**src/rtl/sb_tx_serializer_if.sv**
```systemverilog
`default_nettype none
// ============================================================================
// Module   : sb_tx_serializer_if
// Purpose  : Shared sideband TX message port. The requester is an LTSM state
//            (SBINIT or any later state) and the responder is the sideband
//            transmit serializer. A message is held stable with valid high
//            until the responder pulses ack for one cycle.
// Revision : 1.0 - initial release
// ============================================================================
interface sb_tx_serializer_if #(
  parameter int MSG_W = 64
);

  logic [MSG_W-1:0] TX_msg_i;        // packed SB_msg_t
  logic             TX_msg_valid_i;  // request, held until acknowledged
  logic             TX_msg_ack_o;    // one-cycle capture pulse

  // Requester side (LTSM state driving the shared port)
  modport master (
    output TX_msg_i,
    output TX_msg_valid_i,
    input  TX_msg_ack_o
  );

  // Serializer side
  modport slave (
    input  TX_msg_i,
    input  TX_msg_valid_i,
    output TX_msg_ack_o
  );

endinterface
`default_nettype wire

```
**src/rtl/sb_tx_serializer.sv**
```systemverilog
`default_nettype none
// ============================================================================
// Module   : sb_tx_serializer
// Purpose  : Sideband transmit serializer. Captures one parallel message per
//            valid/ack handshake, shifts it out LSB-first on the sideband
//            data pin with a forwarded clock at clk/2, then holds both pins
//            low for the mandatory dead time before the next capture.
//            All outputs come straight from flops.
// Revision : 1.0 - initial release
// ============================================================================
module sb_tx_serializer #(
  parameter int MSG_W  = 64,  // message width, must be >= 2
  parameter int GAP_UI = 32   // dead time in sideband UI (2 clk cycles each)
) (
  input  wire logic          clk_800MHz,
  input  wire logic          reset,          // asynchronous, active low
  input  wire logic          enable_i,
  sb_tx_serializer_if.slave  tx_if,
  output logic               SB_clkPin_TX_o,
  output logic               SB_dataPin_TX_o,
  output logic               busy_o,
  output logic               tx_done_o
);

  // --------------------------------------------------------------------------
  // Constants
  // --------------------------------------------------------------------------
  localparam int C_BIT_W = $clog2(MSG_W);
  localparam int C_GAP_W = $clog2(2 * GAP_UI);

  localparam logic [C_BIT_W-1:0] c_BIT_LAST = C_BIT_W'(MSG_W - 1);
  localparam logic [C_GAP_W-1:0] c_GAP_LAST = C_GAP_W'(2 * GAP_UI - 1);

  typedef enum logic [1:0] {
    ST_IDLE  = 2'd0,
    ST_SHIFT = 2'd1,
    ST_GAP   = 2'd2
  } state_t;

  // --------------------------------------------------------------------------
  // State and datapath registers
  // --------------------------------------------------------------------------
  state_t             r_state;
  logic               r_phase;     // 1: next edge raises the clock pin
  logic [C_BIT_W-1:0] r_bit_cnt;   // index of the bit currently on the pin
  logic [C_GAP_W-1:0] r_gap_cnt;   // dead-time cycles already elapsed
  // Bit 0 of the shift register IS the data pin. Every path back to IDLE
  // clears the register, so the pin reads 0 whenever no packet is on the wire.
  logic [MSG_W-1:0]   r_shreg;
  logic               r_ack;
  logic               r_clk_pin;
  logic               r_busy;
  logic               r_done;

  // Next-state values
  state_t             w_state_nxt;
  logic               w_phase_nxt;
  logic [C_BIT_W-1:0] w_bit_cnt_nxt;
  logic [C_GAP_W-1:0] w_gap_cnt_nxt;
  logic [MSG_W-1:0]   w_shreg_nxt;
  logic               w_ack_nxt;
  logic               w_clk_pin_nxt;
  logic               w_done_nxt;
  logic               w_busy_nxt;

  // Register every piece of state; async assert, release aligned by the caller
  always_ff @(posedge clk_800MHz or negedge reset) begin
    if (!reset) begin
      r_state   <= ST_IDLE;
      r_phase   <= 1'b0;
      r_bit_cnt <= '0;
      r_gap_cnt <= '0;
      r_shreg   <= '0;
      r_ack     <= 1'b0;
      r_clk_pin <= 1'b0;
      r_busy    <= 1'b0;
      r_done    <= 1'b0;
    end else begin
      r_state   <= w_state_nxt;
      r_phase   <= w_phase_nxt;
      r_bit_cnt <= w_bit_cnt_nxt;
      r_gap_cnt <= w_gap_cnt_nxt;
      r_shreg   <= w_shreg_nxt;
      r_ack     <= w_ack_nxt;
      r_clk_pin <= w_clk_pin_nxt;
      r_busy    <= w_busy_nxt;
      r_done    <= w_done_nxt;
    end
  end

  // Next-state and next-output decode; pulses and pins default low each cycle
  always_comb begin
    w_state_nxt   = r_state;
    w_phase_nxt   = r_phase;
    w_bit_cnt_nxt = r_bit_cnt;
    w_gap_cnt_nxt = r_gap_cnt;
    w_shreg_nxt   = r_shreg;
    w_ack_nxt     = 1'b0;
    w_clk_pin_nxt = 1'b0;
    w_done_nxt    = 1'b0;

    unique case (r_state)
      ST_IDLE: begin
        // Capture puts bit 0 on the pin at the same edge as the ack
        if (enable_i && tx_if.TX_msg_valid_i) begin
          w_shreg_nxt   = tx_if.TX_msg_i;
          w_ack_nxt     = 1'b1;
          w_bit_cnt_nxt = '0;
          w_phase_nxt   = 1'b1;
          w_state_nxt   = ST_SHIFT;
        end
      end

      ST_SHIFT: begin
        if (!enable_i) begin
          // Abort: drop the partial packet, pins fall at this edge
          w_shreg_nxt = '0;
          w_phase_nxt = 1'b0;
          w_state_nxt = ST_IDLE;
        end else if (r_phase) begin
          // High half of the UI: raise the forwarded clock, data untouched
          w_clk_pin_nxt = 1'b1;
          w_phase_nxt   = 1'b0;
        end else if (r_bit_cnt == c_BIT_LAST) begin
          // Last bit has been sampled; enter the dead time with pins low
          w_shreg_nxt   = '0;
          w_gap_cnt_nxt = '0;
          w_state_nxt   = ST_GAP;
        end else begin
          // Low half: present the next bit while the clock pin is low
          w_shreg_nxt   = {1'b0, r_shreg[MSG_W-1:1]};
          w_bit_cnt_nxt = r_bit_cnt + 1'b1;
          w_phase_nxt   = 1'b1;
        end
      end

      ST_GAP: begin
        if (!enable_i) begin
          w_state_nxt = ST_IDLE;
        end else if (r_gap_cnt == c_GAP_LAST) begin
          w_done_nxt  = 1'b1;
          w_state_nxt = ST_IDLE;
        end else begin
          w_gap_cnt_nxt = r_gap_cnt + 1'b1;
        end
      end

      default: begin
        w_shreg_nxt = '0;
        w_phase_nxt = 1'b0;
        w_state_nxt = ST_IDLE;
      end
    endcase

    w_busy_nxt = (w_state_nxt != ST_IDLE);
  end

  assign tx_if.TX_msg_ack_o = r_ack;
  assign SB_clkPin_TX_o     = r_clk_pin;
  assign SB_dataPin_TX_o    = r_shreg[0];
  assign busy_o             = r_busy;
  assign tx_done_o          = r_done;

endmodule
`default_nettype wire

```
**src/flat_wrapper.sv**
```systemverilog
// flat-port wrapper written by rule: the top's interface ports become plain ports
module sb_tx_serializer_flat 
#(
  parameter int MSG_W  = 64,                                
  parameter int GAP_UI = 32                                                  
)
  (clk_800MHz, reset, enable_i, SB_clkPin_TX_o, SB_dataPin_TX_o, busy_o, tx_done_o, tx_if_TX_msg_i, tx_if_TX_msg_valid_i, tx_if_TX_msg_ack_o);
  sb_tx_serializer_if #(.MSG_W(MSG_W)) tx_if_i ();
  input  wire logic clk_800MHz;
  input  wire logic reset;
  input  wire logic enable_i;
  output logic SB_clkPin_TX_o;
  output logic SB_dataPin_TX_o;
  output logic busy_o;
  output logic tx_done_o;
  input wire logic [$bits(tx_if_i.TX_msg_i)-1:0] tx_if_TX_msg_i;
  input wire logic [$bits(tx_if_i.TX_msg_valid_i)-1:0] tx_if_TX_msg_valid_i;
  output wire logic [$bits(tx_if_i.TX_msg_ack_o)-1:0] tx_if_TX_msg_ack_o;
  assign tx_if_i.TX_msg_i = tx_if_TX_msg_i;
  assign tx_if_i.TX_msg_valid_i = tx_if_TX_msg_valid_i;
  assign tx_if_TX_msg_ack_o = tx_if_i.TX_msg_ack_o;
  sb_tx_serializer #(.MSG_W(MSG_W), .GAP_UI(GAP_UI)) u_core (.clk_800MHz(clk_800MHz), .reset(reset), .enable_i(enable_i), .tx_if(tx_if_i), .SB_clkPin_TX_o(SB_clkPin_TX_o), .SB_dataPin_TX_o(SB_dataPin_TX_o), .busy_o(busy_o), .tx_done_o(tx_done_o));
endmodule
```
**config.mk**
```make
export PLATFORM = sky130hd
export DESIGN_NAME = sb_tx_serializer_flat
export DESIGN_NICKNAME = d
export VERILOG_FILES = /design/src/rtl/sb_tx_serializer_if.sv /design/src/rtl/sb_tx_serializer.sv /design/src/flat_wrapper.sv
export SDC_FILE = /design/constraint.sdc
export NUM_CORES = 1
export LEC_CHECK = 0
export ABC_AREA = 1
export CORE_ASPECT_RATIO = 0.8
export CORE_MARGIN = 1.5
export CORE_UTILIZATION = 50
export CTS_BUF_LIST = sky130_fd_sc_hd__clkbuf_4
export DETAILED_ROUTE_END_ITERATION = 8
export PLACE_DENSITY = 0.76
export SETUP_SLACK_MARGIN = 0.4
export SYNTH_ARGS = -nofsm -noshare
export SYNTH_HDL_FRONTEND = slang
export SYNTH_SLANG_ARGS = --single-unit
```
**constraint.sdc**
```tcl
create_clock -name clk_800MHz -period 1.67 [get_ports clk_800MHz]
set_clock_uncertainty 0.15 [all_clocks]
set_input_delay 0.334 -clock clk_800MHz [delete_from_list [all_inputs] [get_ports clk_800MHz]]
set_output_delay 0.334 -clock clk_800MHz [all_outputs]
set_load 0.05 [all_outputs]
```
==> metrics.log <==
[metrics] outcome: finished, final reports clean
[metrics] H-tree depth: 3
[metrics] flop and latch count out of synthesis: 83
[metrics] count of antenna-violating nets left after detailed routing: 0
[metrics] leakage dissipation: 3.09 nW
[metrics] max-cap viol count: 0
[metrics] Final nets: 763
[metrics] RePlAce Congestion: 0.825
[metrics] number of global-route vias before repair: roughly 3800
[metrics] count of antenna diodes in the layout: 0
[metrics] Logic pwr share: 41.6%
[metrics] maximum vdd drop: around 0.67 mV
[metrics] CP cell instances: inv_2, nand3_4, buf_4, nor2_2, nand2_2, nand2_4, nand3_1, nand2_1
[metrics] maximum fanout encountered on the critical timing path: 8
[metrics] DR iter-0 viols: 236
[metrics] endpoint class of the critical path: flop
[metrics] aggregate negative setup slack: 0 ps
[metrics] Max transition margin: 71.8%
[metrics] leading area contributor after synthesis: dfrtp_1
[metrics] global routing met2 resource utilization: approximately two fifths
[metrics] CTS Buf Count: 9
[metrics] CTS tree: yes
[metrics] number of unique standard cell types used by synthesis: 21
[metrics] crit path DAT: 1800 ps
[metrics] Post-Place Cells: 772
[metrics] Main synth FF type: dfrtp_1
[metrics] fraction of registers with async set/reset: 100%
[metrics] synthesized cell area: 4250 µm²
[metrics] cell internal pwr: 4.96 mW
[metrics] signed area change from the synthesized netlist to the final layout: 37.3%
[metrics] startpoint of the worst register-to-register path: u_core.r_state[1]$_DFF_PN0_
[metrics] height of the die: 85.4 µm
[metrics] clock-pin slew reported for the worst setup and hold paths after clock tree synthesis: 140 ps
[metrics] top-count cell post-synth: nand2_1
[metrics] hold violation total from the final report: 0
[metrics] worst stage delay on the critical path: 480 ps
[metrics] endpoint of the most critical register-to-register path: u_core.r_gap_cnt[1]$_DFFE_PN0P_
[metrics] Yosys Warn Count: 0
[metrics] dpl hpwl: 5970 µm
[metrics] number of DRC violations after detailed routing: 0
[metrics] total chip power: 7.99 mW
[metrics] Overall Global Routing Usage: 22.3%
[metrics] sequential fraction of the synthesis area: 48.9%
[metrics] Root Buffer Master: clkbuf_4
[metrics] depth of the worst register-to-register path: 8
[metrics] class of the tightest hold or removal check: primary input to async pin
[metrics] most instantiated cells after synthesis: nand2_1 (414), dfrtp_1 (83), nand3_1 (17)
[metrics] required time of the critical path: 1880 ps
[metrics] met1 track demand over resource: 28.6%
[metrics] max-slew violation count: 0
[metrics] count of mapped cells out of synthesis: 600
[metrics] count of final setup violators: 0
[metrics] crit path max-delay cell type: dfrtp_2
[metrics] unrepaired setup endpoints after global routing: true
[metrics] initial antenna violation count: 0
[metrics] most area-consuming cells after synthesis: dfrtp_1 (49%), nand2_1 (37%), nand3_1 (2.0%)
[metrics] count of flip-flops with a built-in enable after synthesis: 0
[metrics] pin slew with the least headroom to its limit: around 420 ps
[metrics] path type of the worst setup path: flop to flop
[metrics] switching power total: a little over 3 mW
[metrics] die outline area: 9060 µm²
[metrics] Filler cells: ~640
[metrics] effective utilization at floorplan: 52.5%
[metrics] final worst path period need: 1590 ps
[metrics] highest-utilization routing layer at the global route stage: met2
[metrics] multi-input logic area: 2140 µm²
[metrics] detail-routed net length per standard cell: 12.9 µm
[metrics] total routed wirelength: approximately 10000 µm
[metrics] f_max: 627 MHz
[metrics] Bufs on Longest Clock Path: 2
[metrics] worst slack on hold paths: 209 ps
[metrics] Flop pwr share: between 40% and 50%
[metrics] total nets after synthesis: 670
[metrics] area fraction of the dominant cell type after synthesis: 48.9%
[metrics] Placement Rows: 29
[metrics] Core Footprint: 8090 µm²
[metrics] minimum setup slack among reg-to-reg paths: 80 ps
[metrics] Skew-Pair Late Insertion Delay: about 420 ps
[metrics] average instance area after synthesis: ~7.1 µm²
[metrics] met3 usage in global routing: roughly 5.2%
[metrics] Critical Path Source Type: flop
[metrics] die width: 106 µm
[metrics] io pins: 73
[metrics] router iterations before antenna repair: 4
[metrics] relative contribution of the clock network to total power: between 10% and 20%
[metrics] sequential standard cell area: 2080 µm²
[metrics] count of input and output buffers: 72
[metrics] timing endpoint of the critical path: u_core.r_gap_cnt[1]$_DFFE_PN0P_
[metrics] CTS Sinks: 83
[metrics] worst setup path start: u_core.r_state[1]$_DFF_PN0_
[metrics] overall via count from detail_route: 3916
[metrics] pin count of the biggest net entering global routing: 43
[metrics] Via density: just under 5
[metrics] Switching Fraction: 38.0%
[metrics] Congestion Overflow GR: 0
[metrics] power density cells: 1370 nW/µm²
[metrics] share of final-layout standard cells stronger than drive strength 1: 16.5%
[metrics] non-filler cells in the finished layout: 806
[metrics] period utilization: between 90% and 100%
[metrics] wire length of the first global-routing pass: 16300 µm
-- worst min path at each step --
stage               start                              end  slack, ps  depth (start not counted)
global route        reset   u_core.r_shreg[35]$_DFFE_PN0P_        220                          2
global placement    reset   u_core.r_shreg[19]$_DFFE_PN0P_        120                          1
floorplan           reset  u_core.SB_clkPin_TX_o$_DFF_PN0_       -110                          0
CTS                 reset   u_core.r_shreg[26]$_DFFE_PN0P_        190                          2
detailed placement  reset   u_core.r_shreg[19]$_DFFE_PN0P_        130                          1
finish              reset   u_core.r_shreg[26]$_DFFE_PN0P_        210                          2
-- layout make-up --
cell class | instances | share of cell area, %
Clock buffer | 9 | 1.16
Sequential cell | 83 | 35.7
Multi-Input combinational cell | 476 | 36.7
Inverter | 15 | 1.01
Clock inverter | 7 | 2.00
Tap cell | 108 | 2.32
Timing Repair Buffer | 108 | 21.1
-- per-layer routing --
layer	part of all wire, %	routed length, µm
met1	44	4610
met2	49	5130
met3	6.1	633
met4	0.38	40
met5	0	0
-- cell usage in the layout, fill, tap and decap left out, drive strengths merged --
cell type        n
nand2          419
dfrtp           83
clkdlybuf4s50   65
buf             37
nand3           19
nor2            17
inv             15
clkbuf          13
o21ai            9
clkinv           4
bufinv           3
nor3             3
o21bai           2
nand4            2
ha               2
xor2             1
nor3b            1
or2              1
dlygate4sd3      1
dlygate4sd2      1
-- power groups by stage --
stage	Sequential, mW	Clock [mW]	Combinational [mW]
after floorplan	3.19	0	1.87
after global placement	3.18	0	2.63
after detailed placement	3.20	0	2.71
after CTS	3.18	1.48	2.87
after global routing	3.30	1.56	3.70
final	3.23	1.44	3.33
-- cell families after synthesis --
family	synth area share (%)
fa+ha+maj	0.589
compound gates	1.41
xor+xnor	0.206
simple gates	43.0
buf+inv	5.89
flops	48.9
-- per-stage QoR --
stage / instance area (µm²) / setup WS [ps] / utilization (%)
5_1_grt: 5830 / -29.6 / 72.0
6_report: 5830 / 75.6 / 72.0
2_1_floorplan: 4290 / 143 / -
3_3_place_gp: 5210 / -301 / 64.4
4_1_cts: 5510 / 93.4 / 68.1
3_5_place_dp: 5210 / -348 / 64.4
-- registers in the layout, indices dropped and copies added, names as in the netlist --
| signal | cells |
|---|---|
| u_core.r_state | 2 |
| u_core.SB_clkPin_TX_o | 1 |
| u_core.tx_if.TX_msg_ack_o | 1 |
| u_core.r_shreg | 64 |
| u_core.r_phase | 1 |
| u_core.r_gap_cnt | 6 |
| u_core.r_bit_cnt | 6 |
| u_core.busy_o | 1 |
| u_core.tx_done_o | 1 |
-- what timing repair did --
item / in CTS / in global routing
gates resized for setup: 15 / 49
endpoints found under the hold margin: 25 / 0
gates cloned: 2 / 5
setup endpoints to repair: 85 / 86
buffers inserted: 3 / 7
pin swaps: 4 / 7
hold buffers: 1 / 0
-- worst max-delay path, delay by kind of cell (launching register included) --
kind          cells  cell delay, ps
flops             1             480
simple gates      6             660
buf+inv           2             260
Power figures use the tool's default switching activity.
